===== config.mk =====
export PLATFORM = sky130hd
export DESIGN_NAME = hangman_guess_engine
export DESIGN_NICKNAME = d
export VERILOG_FILES = /design/src/rtl/hangman_pkg.sv /design/src/rtl/letter_match.sv /design/src/rtl/hangman_guess_engine.sv
export SDC_FILE = /design/constraint.sdc
export NUM_CORES = 1
export LEC_CHECK = 0
export ABC_AREA = 1
export BUFFER_PORTS_ARGS = -buffer_cell sky130_fd_sc_hd__buf_2
export CAP_MARGIN = 20
export CORE_AREA = 2 2 101 103
export CTS_CLUSTER_SIZE = 24
export DETAILED_ROUTE_END_ITERATION = 12
export DIE_AREA = 0 0 103 105
export PLACE_DENSITY = 0.64
export SLEW_MARGIN = 20
export SYNTH_ARGS = -nofsm -noshare
export SYNTH_HDL_FRONTEND = slang
export SYNTH_HIERARCHICAL = 1
export SYNTH_SLANG_ARGS = --single-unit
export TNS_END_PERCENT = 10

===== constraint.sdc =====
create_clock -name clk -period 3 [get_ports clk]
set_clock_uncertainty 0.05 [all_clocks]
set_input_delay 0.6 -clock clk [delete_from_list [all_inputs] [get_ports clk]]
set_output_delay 0.6 -clock clk [all_outputs]
set_load 0.02 [all_outputs]

===== src/rtl/hangman_pkg.sv =====
// Shared constants, letter codes and FSM state type for the letter-guess engine
// and the display datapath that reuses letter_match.
package hangman_pkg;

    localparam int LETTER_W = 5;
    localparam logic [LETTER_W-1:0] EMPTY_SLOT = 5'h1F;
    localparam int ALPHABET = 26;

    localparam logic [LETTER_W-1:0] L_A = 5'd0;
    localparam logic [LETTER_W-1:0] L_B = 5'd1;
    localparam logic [LETTER_W-1:0] L_C = 5'd2;
    localparam logic [LETTER_W-1:0] L_D = 5'd3;
    localparam logic [LETTER_W-1:0] L_E = 5'd4;
    localparam logic [LETTER_W-1:0] L_F = 5'd5;
    localparam logic [LETTER_W-1:0] L_G = 5'd6;
    localparam logic [LETTER_W-1:0] L_H = 5'd7;
    localparam logic [LETTER_W-1:0] L_I = 5'd8;
    localparam logic [LETTER_W-1:0] L_J = 5'd9;
    localparam logic [LETTER_W-1:0] L_K = 5'd10;
    localparam logic [LETTER_W-1:0] L_L = 5'd11;
    localparam logic [LETTER_W-1:0] L_M = 5'd12;
    localparam logic [LETTER_W-1:0] L_N = 5'd13;
    localparam logic [LETTER_W-1:0] L_O = 5'd14;
    localparam logic [LETTER_W-1:0] L_P = 5'd15;
    localparam logic [LETTER_W-1:0] L_Q = 5'd16;
    localparam logic [LETTER_W-1:0] L_R = 5'd17;
    localparam logic [LETTER_W-1:0] L_S = 5'd18;
    localparam logic [LETTER_W-1:0] L_T = 5'd19;
    localparam logic [LETTER_W-1:0] L_U = 5'd20;
    localparam logic [LETTER_W-1:0] L_V = 5'd21;
    localparam logic [LETTER_W-1:0] L_W = 5'd22;
    localparam logic [LETTER_W-1:0] L_X = 5'd23;
    localparam logic [LETTER_W-1:0] L_Y = 5'd24;
    localparam logic [LETTER_W-1:0] L_Z = 5'd25;

    typedef enum logic [2:0] {
        S_IDLE,
        S_WAIT_GO,
        S_HELD,
        S_EVAL,
        S_WON,
        S_LOST
    } state_t;

    // True for codes A..Z; codes 26..31 (including EMPTY_SLOT) are not letters.
    function automatic logic is_letter(input logic [LETTER_W-1:0] code);
        return int'(code) < ALPHABET;
    endfunction

endpackage


===== src/rtl/letter_match.sv =====
// Parallel compare of one letter code against every slot of a packed word.
module letter_match
    import hangman_pkg::*;
#(
    parameter int WORD_LEN = 5
) (
    input  logic [LETTER_W-1:0]          i_guess,
    input  logic [LETTER_W*WORD_LEN-1:0] i_word,
    output logic [WORD_LEN-1:0]          o_hit_vec
);

    // One equality comparator per slot; an invalid code such as 5'h1F will
    // match empty slots, so callers must qualify the result with is_letter().
    // NOTE: every always_comb output gets a default first so no latch is inferred.
    always_comb begin
        o_hit_vec = '0;
        for (int i = 0; i < WORD_LEN; i++) begin
            o_hit_vec[i] = (i_word[LETTER_W*i +: LETTER_W] == i_guess);
        end
    end

endmodule


===== src/rtl/hangman_guess_engine.sv =====
// Letter-guess game controller: latches a target word, evaluates one guess per
// go press/release, and tracks revealed slots, used letters, misses and status.
module hangman_guess_engine
    import hangman_pkg::*;
#(
    parameter int WORD_LEN   = 5,
    parameter int MAX_MISSES = 6
) (
    input  logic                         clk,
    input  logic                         reset,
    input  logic                         load_word,
    input  logic [LETTER_W*WORD_LEN-1:0] word_in,
    input  logic                         go,
    input  logic [LETTER_W-1:0]          guess,
    output logic [WORD_LEN-1:0]          revealed,
    output logic [ALPHABET-1:0]          used_mask,
    output logic [3:0]                   misses,
    output logic                         result_valid,
    output logic                         last_hit,
    output logic                         last_repeat,
    output logic                         last_invalid,
    output logic                         won,
    output logic                         lost,
    output logic                         busy
);

    localparam logic [3:0] MAX_MISS_C = 4'(MAX_MISSES);

    state_t                         r_state;
    logic [LETTER_W*WORD_LEN-1:0]   r_word;
    logic [LETTER_W-1:0]            r_guess;
    logic [WORD_LEN-1:0]            r_revealed;
    logic [ALPHABET-1:0]            r_used_mask;
    logic [3:0]                     r_misses;
    logic                           r_result_valid;
    logic                           r_last_hit;
    logic                           r_last_repeat;
    logic                           r_last_invalid;
    logic                           r_won;
    logic                           r_lost;
    logic                           r_busy;

    logic [WORD_LEN-1:0]            w_load_empty;
    logic [WORD_LEN-1:0]            w_hit_vec;
    logic                           w_valid;
    logic                           w_repeat;
    logic                           w_fresh;
    logic                           w_any_hit;
    logic                           w_miss;
    logic [WORD_LEN-1:0]            w_new_revealed;
    logic [ALPHABET-1:0]            w_new_used;
    logic [3:0]                     w_new_misses;
    logic                           w_new_won;
    logic                           w_new_lost;

    letter_match #(
        .WORD_LEN (WORD_LEN)
    ) u_letter_match (
        .i_guess   (r_guess),
        .i_word    (r_word),
        .o_hit_vec (w_hit_vec)
    );

    // Slots of the incoming word that are padding; they start out revealed.
    always_comb begin
        w_load_empty = '0;
        for (int i = 0; i < WORD_LEN; i++) begin
            w_load_empty[i] = (word_in[LETTER_W*i +: LETTER_W] == EMPTY_SLOT);
        end
    end

    // Outcome of evaluating the latched guess against the current game state.
    always_comb begin
        w_valid        = is_letter(r_guess);
        w_repeat       = w_valid && r_used_mask[r_guess];
        w_fresh        = w_valid && !w_repeat;
        w_any_hit      = |w_hit_vec;
        w_miss         = w_fresh && !w_any_hit;
        w_new_revealed = r_revealed;
        w_new_used     = r_used_mask;
        w_new_misses   = r_misses;
        if (w_fresh) begin
            w_new_revealed = r_revealed | w_hit_vec;
            w_new_used     = r_used_mask | (ALPHABET'(1) << r_guess);
        end
        if (w_miss && (r_misses < MAX_MISS_C)) begin
            w_new_misses = r_misses + 4'd1;
        end
        w_new_won  = &w_new_revealed;
        w_new_lost = !w_new_won && (w_new_misses == MAX_MISS_C);
    end

    // Game FSM with all outputs registered; load_word overrides every state.
    // NOTE: sequential state uses non-blocking assignments so every register
    // samples the pre-edge values regardless of statement order.
    always_ff @(posedge clk or posedge reset) begin
        if (reset) begin
            r_state        <= S_IDLE;
            // NOTE: the word store is a handful of flops, not a RAM, so it is
            // reset too; a reset genuinely forgets the current word.
            r_word         <= '0;
            r_guess        <= '0;
            r_revealed     <= '0;
            r_used_mask    <= '0;
            r_misses       <= '0;
            r_result_valid <= 1'b0;
            r_last_hit     <= 1'b0;
            r_last_repeat  <= 1'b0;
            r_last_invalid <= 1'b0;
            r_won          <= 1'b0;
            r_lost         <= 1'b0;
            r_busy         <= 1'b0;
        end else begin
            r_result_valid <= 1'b0;
            if (load_word) begin
                r_word         <= word_in;
                r_revealed     <= w_load_empty;
                r_used_mask    <= '0;
                r_misses       <= '0;
                r_last_hit     <= 1'b0;
                r_last_repeat  <= 1'b0;
                r_last_invalid <= 1'b0;
                r_lost         <= 1'b0;
                r_busy         <= 1'b0;
                r_won          <= &w_load_empty;
                r_state        <= (&w_load_empty) ? S_WON : S_WAIT_GO;
            end else begin
                case (r_state)
                    S_IDLE: begin
                        r_state <= S_IDLE;
                    end
                    S_WAIT_GO: begin
                        if (go) begin
                            r_guess <= guess;
                            r_busy  <= 1'b1;
                            r_state <= S_HELD;
                        end
                    end
                    S_HELD: begin
                        if (!go) begin
                            r_state <= S_EVAL;
                        end
                    end
                    S_EVAL: begin
                        r_revealed     <= w_new_revealed;
                        r_used_mask    <= w_new_used;
                        r_misses       <= w_new_misses;
                        r_last_invalid <= !w_valid;
                        r_last_repeat  <= w_repeat;
                        r_last_hit     <= w_fresh && w_any_hit;
                        r_won          <= w_new_won;
                        r_lost         <= w_new_lost;
                        r_result_valid <= 1'b1;
                        r_busy         <= 1'b0;
                        if (w_new_won) begin
                            r_state <= S_WON;
                        end else if (w_new_lost) begin
                            r_state <= S_LOST;
                        end else begin
                            r_state <= S_WAIT_GO;
                        end
                    end
                    S_WON, S_LOST: begin
                        r_state <= r_state;
                    end
                    default: begin
                        r_state <= S_IDLE;
                    end
                endcase
            end
        end
    end

    assign revealed     = r_revealed;
    assign used_mask    = r_used_mask;
    assign misses       = r_misses;
    assign result_valid = r_result_valid;
    assign last_hit     = r_last_hit;
    assign last_repeat  = r_last_repeat;
    assign last_invalid = r_last_invalid;
    assign won          = r_won;
    assign lost         = r_lost;
    assign busy         = r_busy;

endmodule


==> qor.json, run 1 <==
{
  "run_status": {"value": "completed"},
  "setup_slack": {"value": 452, "unit": "ps"},
  "post_synth_instance_area": {"value": 4060, "unit": "µm²"},
  "first_pass_grt_wire_length": {"value": 17.6, "unit": "mm"},
  "stages_on_the_worst_setup_path": {"value": 15},
  "period_minus_ws_final": {"value": 2550, "unit": "ps"},
  "critical_path.max_stage_delay": {"value": 770, "unit": "ps"},
  "core.rowCount": {"value": 36},
  "chipHeight": {"value": 105, "unit": "µm"},
  "setup_viol_count_final": {"value": 0},
  "seq_total_area_yosys": {"value": 46.3, "unit": "%"},
  "gr_usage_total": {"value": 20.8, "unit": "%"},
  "drc": {"value": 0},
  "power": {"value": 3.66, "unit": "mW"},
  "clock_sink_count": {"value": 75},
  "vias": {"value": 3710},
  "start_util": {"value": 42.1, "unit": "%"},
  "final-max-slew-violation-count": {"value": 0},
  "critPathMaxFanout": {"value": 16},
  "initialDrtViolationCount": {"value": 171},
  "avgSynthCellArea": {"value": 7.51, "unit": "µm²"},
  "powerDensity": {"value": 762, "unit": "nW/µm²"},
  "first_global_vias": {"value": 3641},
  "full_die_area": {"value": 10800, "unit": "µm²"},
  "layout-drive-gt1-share": {"value": 19.0, "unit": "%"},
  "netlist_instances": {"value": 540},
  "synth_edf_count": {"value": 0},
  "crit_required": {"value": 3240, "unit": "ps"},
  "core_region_area": {"value": 9640, "unit": "µm²"},
  "drv.max_cap_violation_count": {"value": 0},
  "synthToLayoutAreaGrowth": {"value": 18.4, "unit": "%"},
  "synth_top_cell_by_area": {"value": "dfrtp_1"},
  "worst_margin_slew": {"value": 778, "unit": "ps"},
  "slew_headroom": {"value": 48.1, "unit": "%"},
  "antenna_diode_count": {"value": 0},
  "yosysUniqueCellTypes": {"value": 37},
  "detailedPlacementHpwl": {"value": 7.91, "unit": "mm"},
  "cts_inserted_buffers": {"value": 9},
  "num-nets-final": {"value": 648},
  "crit_arrival": {"value": 2790, "unit": "ps"},
  "final_wl": {"value": 10.6, "unit": "mm"},
  "fmax": {"value": 0.393, "unit": "GHz"},
  "netlist_top_cells_count": {"value": "180 x nand2_1, 75 x dfrtp_1, 57 x inv_1"},
  "final_hold_violation_count": {"value": 0},
  "worstPathCellList": {"value": "xnor2_1, nand2_1, nor2_1, nor3_1, nor3b_1, nand2_1, inv_1, nand3_2, nand2_1, nand2_1, nor2_1, nand2_1, nand2_1, nor2_1, nor2_1"},
  "reg2reg_depth": {"value": 15},
  "grt_setup_unrepaired": {"value": "no"},
  "finalCoreUtilization": {"value": 49.8, "unit": "%"},
  "post_drt_wl_per_cell": {"value": 14.2, "unit": "µm"},
  "cts.repair.resized": {"value": 0},
  "share_of_the_clock_period_used_by_the_worst_path": {"value": 84.9, "unit": "%"},
  "synth.net_count": {"value": 575},
  "hp-class": {"value": "in2async"},
  "synth_top_cells_by_area": {"value": "dfrtp_1 46%, nand2_1 17%, inv_1 5.3%"},
  "dp_worst_setup_slack": {"value": 513, "unit": "ps"},
  "yosys_most_used_dff": {"value": "dfrtp_1"},
  "cts_tree": {"value": "built"},
  "dp_cells": {"value": 735},
  "yosysWarnings": {"value": 6},
  "final_antenna_net_count": {"value": 0},
  "antenna_found_initial": {"value": 0},
  "timing.critical_path.from_type": {"value": "flop"},
  "clock_tree.htree_level_count": {"value": 3},
  "cts_root_buf": {"value": "clkbuf_8"},
  "async_reset_ff_share": {"value": 100, "unit": "%"},
  "critPathBufInv": {"value": 1},
  "cp_common_cell": {"value": "nand2_1"},
  "grt_start_max_net_pins": {"value": 42},
  "clk-insertion-delay-late": {"value": 350, "unit": "ps"},
  "ir_worst_vdd": {"value": 0.000354, "unit": "V"},
  "worst_setup_hold_path_clk_slew": {"value": 80, "unit": "ps"},
  "io_buffer_count": {"value": 75},
  "post_cts_hold_buffer_count": {"value": 0},
  "routed_via_density": {"value": 4.95},
  "crit_path_end_kind": {"value": "flop"},
  "cts_setup_buffers": {"value": 0},
  "placedInstanceArea": {"value": 4540, "unit": "µm²"},
  "clk_path_buf_depth": {"value": 2},
  "area_share_of_the_largest_cell_type_after_synthesis": {"value": 46.3, "unit": "%"},
  "globalRoute.totalOverflow": {"value": 0},
  "library_cell_with_the_highest_instance_count_after_synthesis": {"value": "nand2_1"},
  "weighted_congestion_reported_at_the_end_of_routability_driven_placement": {"value": 0.905},
  "crit_type": {"value": "reg2reg"},
  "count_of_state_elements_after_synthesis": {"value": 75},
  "chip_width": {"value": 103, "unit": "µm"},
  "ios": {"value": 76},
  "p_leak": {"value": 2.52, "unit": "nW"},
  "worst_hold_slack": {"value": 328, "unit": "ps"},
  "num-fill-cells": {"value": 1004},
  "final-instance-count-excl-fill": {"value": 750},
  "setup-tns-final": {"value": 0, "unit": "ps"},
  "critPathSlowestCell": {"value": "dfrtp_1"},
  "stdcell_area": {"value": 4800, "unit": "µm²"},
  "detail_route.first_pass.iterations": {"value": 5},
  "cp_top_family": {"value": "simple AND/OR/NAND/NOR gates"}
}
## cells in the final DEF, fill, tap and decap left out, drive strengths merged, types with 3 or more instances in the layout
cell type,synthesis,routed
a21oi,27,27
a31oi,5,5
nand4,11,11
buf,15,84
bufinv,0,4
nand2,185,185
clkbuf,7,10
dfrtp,75,75
o21a,4,4
xnor2,16,16
o21ai,12,12
o211ai,3,3
inv,63,63
nor3,9,9
nor2,54,54
nand3,42,42
o221ai,3,3
## area by class of cell
type	instances	area [µm²]	share of cell area (%)
inverter	64	245	5.10
clock buffer	10	138	2.86
sequential	75	1880	39.1
tap	133	166	3.46
clock inverter	5	125	2.60
timing repair buffer	84	455	9.48
multi-input combinational	379	1800	37.4
## flip-flops by register name, summed over array words and instances, names as in the netlist
name / flops
busy: 1
last_hit: 1
last_invalid: 1
last_repeat: 1
lost: 1
misses: 4
r_guess: 5
r_state: 3
r_word: 25
result_valid: 1
revealed: 5
used_mask: 26
won: 1
## worst reg2reg max path, cell delays in order (launching register included)
cell	delay, ps
dfrtp_1	770
xnor2_1	170
nand2_1	90
nor2_1	60
nor3_1	160
nor3b_1	300
nand2_1	80
inv_1	120
nand3_2	120
nand2_1	110
nand2_1	80
nor2_1	150
nand2_1	70
nand2_1	60
nor2_1	40
nor2_1	70
## power breakdown
part / leakage (nW) / switching (mW) / total [mW] / internal [mW]
Combinational: 1.41 / 0.888 / 1.32 / 0.431
Clock: 0.132 / 0.378 / 1.03 / 0.654
Sequential: 0.980 / 0.189 / 1.31 / 1.12
## final timing paths
kind	from	endpoint	slack [ps]
max reg2reg	r_guess[1]	r_state[2]	450
max	r_guess[1]	r_state[2]	450
min in group clk	word_in[3]	r_word[3]	400
max in group asynchronous	reset	r_word[13]	1880
min reg2reg	lost	lost	430
min	reset	used_mask[5]	330
## layer usage
metal  track usage [%]  vias to the layer above  routed length, µm
li1                  -                     1864                  -
met1              27.6                     1733               4820
met2              33.7                       94               5150
met3              3.14                       19                425
met4              8.46                        0                250
met5                 0                        -                  0
## logic make-up (layout without fill, tap and decap cells)
logic type               Yosys count  count (layout)  synth area share (%)
adder cells (fa/ha/maj)            1               1                 0.308
XOR/XNOR                          16              16                  3.45
AND/OR/NAND/NOR                  304             304                  31.9
flip-flops                        75              75                  46.3
AO/OA/AOI/OAI                     58              58                  8.64
buffers and inverters             86             163                  9.41
Power figures use the tool's default switching activity.
==> run 2: changes to the inputs <==
Clock period 3 ns to 2.5 ns, I/O delays scaled along.
==> run 2 against run 1 <==
Compared with the run above:
- clock power decreased by 9%
- wire length is 0.26% higher
- flip-flop and latch count stayed put
- core utilization is 1.1 points higher
- sequential power increased by 17%
- clock-buffer cell count increased by 1
- power is 19% higher
- critical path depth shrank 1
- non-clock buffer count rose by 20
==> qor.json, run 2 (synthesis results as in run 1) <==
{
  "clk_path_buf_depth": {"value": 2, "change": "unchanged"},
  "weighted_congestion_reported_at_the_end_of_routability_driven_placement": {"value": 0.901, "change": "-0.44%"},
  "antenna_found_initial": {"value": 0, "change": "unchanged"},
  "critical_path.max_stage_delay": {"value": 440, "unit": "ps", "change": "-330 ps"},
  "final_hold_violation_count": {"value": 0, "change": "unchanged"},
  "stdcell_area": {"value": 4910, "unit": "µm²", "change": "+2.2%"},
  "reg2reg_depth": {"value": 14, "change": "-1"},
  "io_buffer_count": {"value": 75, "change": "unchanged"},
  "period_minus_ws_final": {"value": 2350, "unit": "ps", "change": "-198 ps"},
  "first_pass_grt_wire_length": {"value": 17.5, "unit": "mm", "change": "-0.31%"},
  "final_antenna_net_count": {"value": 0, "change": "unchanged"},
  "worst_setup_path_end": {"value": "r_state[2]"},
  "antenna_diode_count": {"value": 0, "change": "unchanged"},
  "chip_width": {"value": 103, "unit": "µm", "change": "unchanged"},
  "fmax": {"value": 0.426, "unit": "GHz", "change": "+8.4%"},
  "largest_register_ff_count": {"value": 26, "change": "unchanged"},
  "dp_cells": {"value": 742, "change": "+0.95%"},
  "timing.critical_path.from_type": {"value": "flop"},
  "cts_tree": {"value": "built"},
  "crit_path_end_kind": {"value": "flop"},
  "start_util": {"value": 42.1, "unit": "%", "change": "unchanged"},
  "stages_on_the_worst_setup_path": {"value": 14, "change": "-1"},
  "ir_worst_vdd": {"value": 0.000431, "unit": "V", "change": "+22%"},
  "cp_top_family": {"value": "simple AND/OR/NAND/NOR gates"},
  "setup_viol_count_final": {"value": 0, "change": "unchanged"},
  "worst_margin_slew": {"value": 543, "unit": "ps", "change": "-235 ps"},
  "cts_root_buf": {"value": "clkbuf_8"},
  "layout-drive-gt1-share": {"value": 22.9, "unit": "%", "change": "+3.9 points"},
  "drv.max_cap_violation_count": {"value": 0, "change": "unchanged"},
  "worst_hold_slack": {"value": 174, "unit": "ps", "change": "-155 ps"},
  "globalRoute.totalOverflow": {"value": 0, "change": "unchanged"},
  "worstReg2RegStart": {"value": "r_guess[3]"},
  "mostFrequentLayoutCell": {"value": "nand2_1"},
  "slew_headroom": {"value": 63.6, "unit": "%", "change": "+16 points"},
  "detailedPlacementHpwl": {"value": 7.76, "unit": "mm", "change": "-1.9%"},
  "hp-class": {"value": "in2async"},
  "synthToLayoutAreaGrowth": {"value": 21.1, "unit": "%"},
  "initialDrtViolationCount": {"value": 193, "change": "+13%"},
  "crit_required": {"value": 2690, "unit": "ps", "change": "-550 ps"},
  "crit_type": {"value": "reg2reg"},
  "crit_arrival": {"value": 2540, "unit": "ps", "change": "-250 ps"},
  "clk-insertion-delay-late": {"value": 350, "unit": "ps", "change": "about the same"},
  "cts_inserted_buffers": {"value": 9, "change": "unchanged"},
  "slack_of_the_worst_reg_to_reg_path": {"value": 150, "unit": "ps", "change": "-300 ps"},
  "gr_usage_total": {"value": 20.6, "unit": "%", "change": "-0.21 points"},
  "drc": {"value": 0, "change": "unchanged"},
  "ios": {"value": 76, "change": "unchanged"},
  "final_cell_mix": {"value": "180 x nand2_1, 75 x buf_2, 70 x dfrtp_1"},
  "vias": {"value": 3859, "change": "+4.0%"},
  "detail_route.first_pass.iterations": {"value": 5, "change": "unchanged"},
  "final_wl": {"value": 10.7, "unit": "mm", "change": "+0.26%"},
  "crit_path_start": {"value": "r_guess[3]"},
  "worst_setup_hold_path_clk_slew": {"value": 80, "unit": "ps", "change": "about the same"},
  "post_cts_hold_buffer_count": {"value": 0, "change": "unchanged"},
  "critPathBufInv": {"value": 4, "change": "+3"},
  "clock_tree.htree_level_count": {"value": 3, "change": "unchanged"},
  "power": {"value": 4.35, "unit": "mW", "change": "+19%"},
  "run_status": {"value": "completed"},
  "full_die_area": {"value": 10800, "unit": "µm²", "change": "unchanged"},
  "grt_start_max_net_pins": {"value": 76, "change": "+81%"},
  "post_drt_wl_per_cell": {"value": 13.8, "unit": "µm", "change": "-2.5%"},
  "core_region_area": {"value": 9640, "unit": "µm²", "change": "unchanged"},
  "critPathSlowestCell": {"value": "dfrtp_2"},
  "share_of_the_clock_period_used_by_the_worst_path": {"value": 94.0, "unit": "%", "change": "+9.1 points"},
  "num-nets-final": {"value": 668, "change": "+3.1%"},
  "powerDensity": {"value": 886, "unit": "nW/µm²", "change": "+16%"},
  "first_global_vias": {"value": 3633, "change": "-0.22%"},
  "placedInstanceArea": {"value": 4590, "unit": "µm²", "change": "+1.2%"},
  "chipHeight": {"value": 105, "unit": "µm", "change": "unchanged"},
  "routed_via_density": {"value": 5.01, "change": "+1.2%"},
  "crit_reg_reg_endpoint": {"value": "r_state[2]"},
  "worstPathCellList": {"value": "buf_4, inv_2, buf_4, nor3_2, a21oi_2, nand2_1, nand2_4, buf_4, a31oi_1, nor2_1, nand3_1, nand2_1, nor2_1, nor2_1"},
  "final-max-slew-violation-count": {"value": 0, "change": "unchanged"},
  "clock_sink_count": {"value": 75, "change": "unchanged"},
  "core.rowCount": {"value": 36, "change": "unchanged"},
  "final-instance-count-excl-fill": {"value": 771, "change": "+2.8%"},
  "critPathMaxFanout": {"value": 7, "change": "-9"},
  "p_leak": {"value": 2.58, "unit": "nW", "change": "+2.5%"}
}
[run 2: metal layers]
layer	share of wire, %	vias up	GRT usage, %
li1	-	1906	-
met1	45	1803	27.2
met2	48	125	32.7
met3	5.6	25	4.01
met4	2.4	0	8.55
met5	0	-	0
[run 2: worst min-delay path by stage]
stage / cells after the start / end
floorplan: 2 / r_word[10]
global placement: 2 / lost
detailed placement: 2 / r_word[21]
CTS: 3 / used_mask[5]
global route: 3 / used_mask[7]
finish: 3 / used_mask[5]
[run 2: what timing repair did]
| action | CTS | global route |
|---|---|---|
| gates resized for setup | 4 | 8 |
| endpoints found under the hold margin | 0 | 0 |
| pin swaps | 0 | 1 |
| endpoints found under the setup margin | 2 | 3 |
| buffers inserted | 0 | 13 |
[run 2: tightest hold or removal path: stages]
cell    delay (ps)
buf_2          100
inv_2           60
buf_12         330
[run 2: area by class of cell]
type / count / area [µm²]
clock buffers: 11 / 141
clock inverters: 5 / 52.6
fillers: 997 / 4730
inverters: 64 / 245
multi-input cells: 379 / 1820
flip-flops and latches: 75 / 1880
well taps: 133 / 166
repair buffers: 104 / 603
[run 2: power breakdown]
group	total (mW)	leakage (nW)	switching, mW	internal [mW]
clock	0.936	0.0991	0.452	0.484
sequential	1.53	0.977	0.171	1.36
combinational	1.89	1.51	1.17	0.713
total	4.35	2.58	1.80	2.56
[run 2: per-stage QoR]
step	utilization, %	setup TNS (ps)	setup slack (ps)
after floorplan	-	0	40.0
after global placement	47.7	-181	-125
after detailed placement	47.7	-165	-121
after CTS	49.8	0	129
after global routing	51.0	-0.582	-0.582
final	51.0	0	150
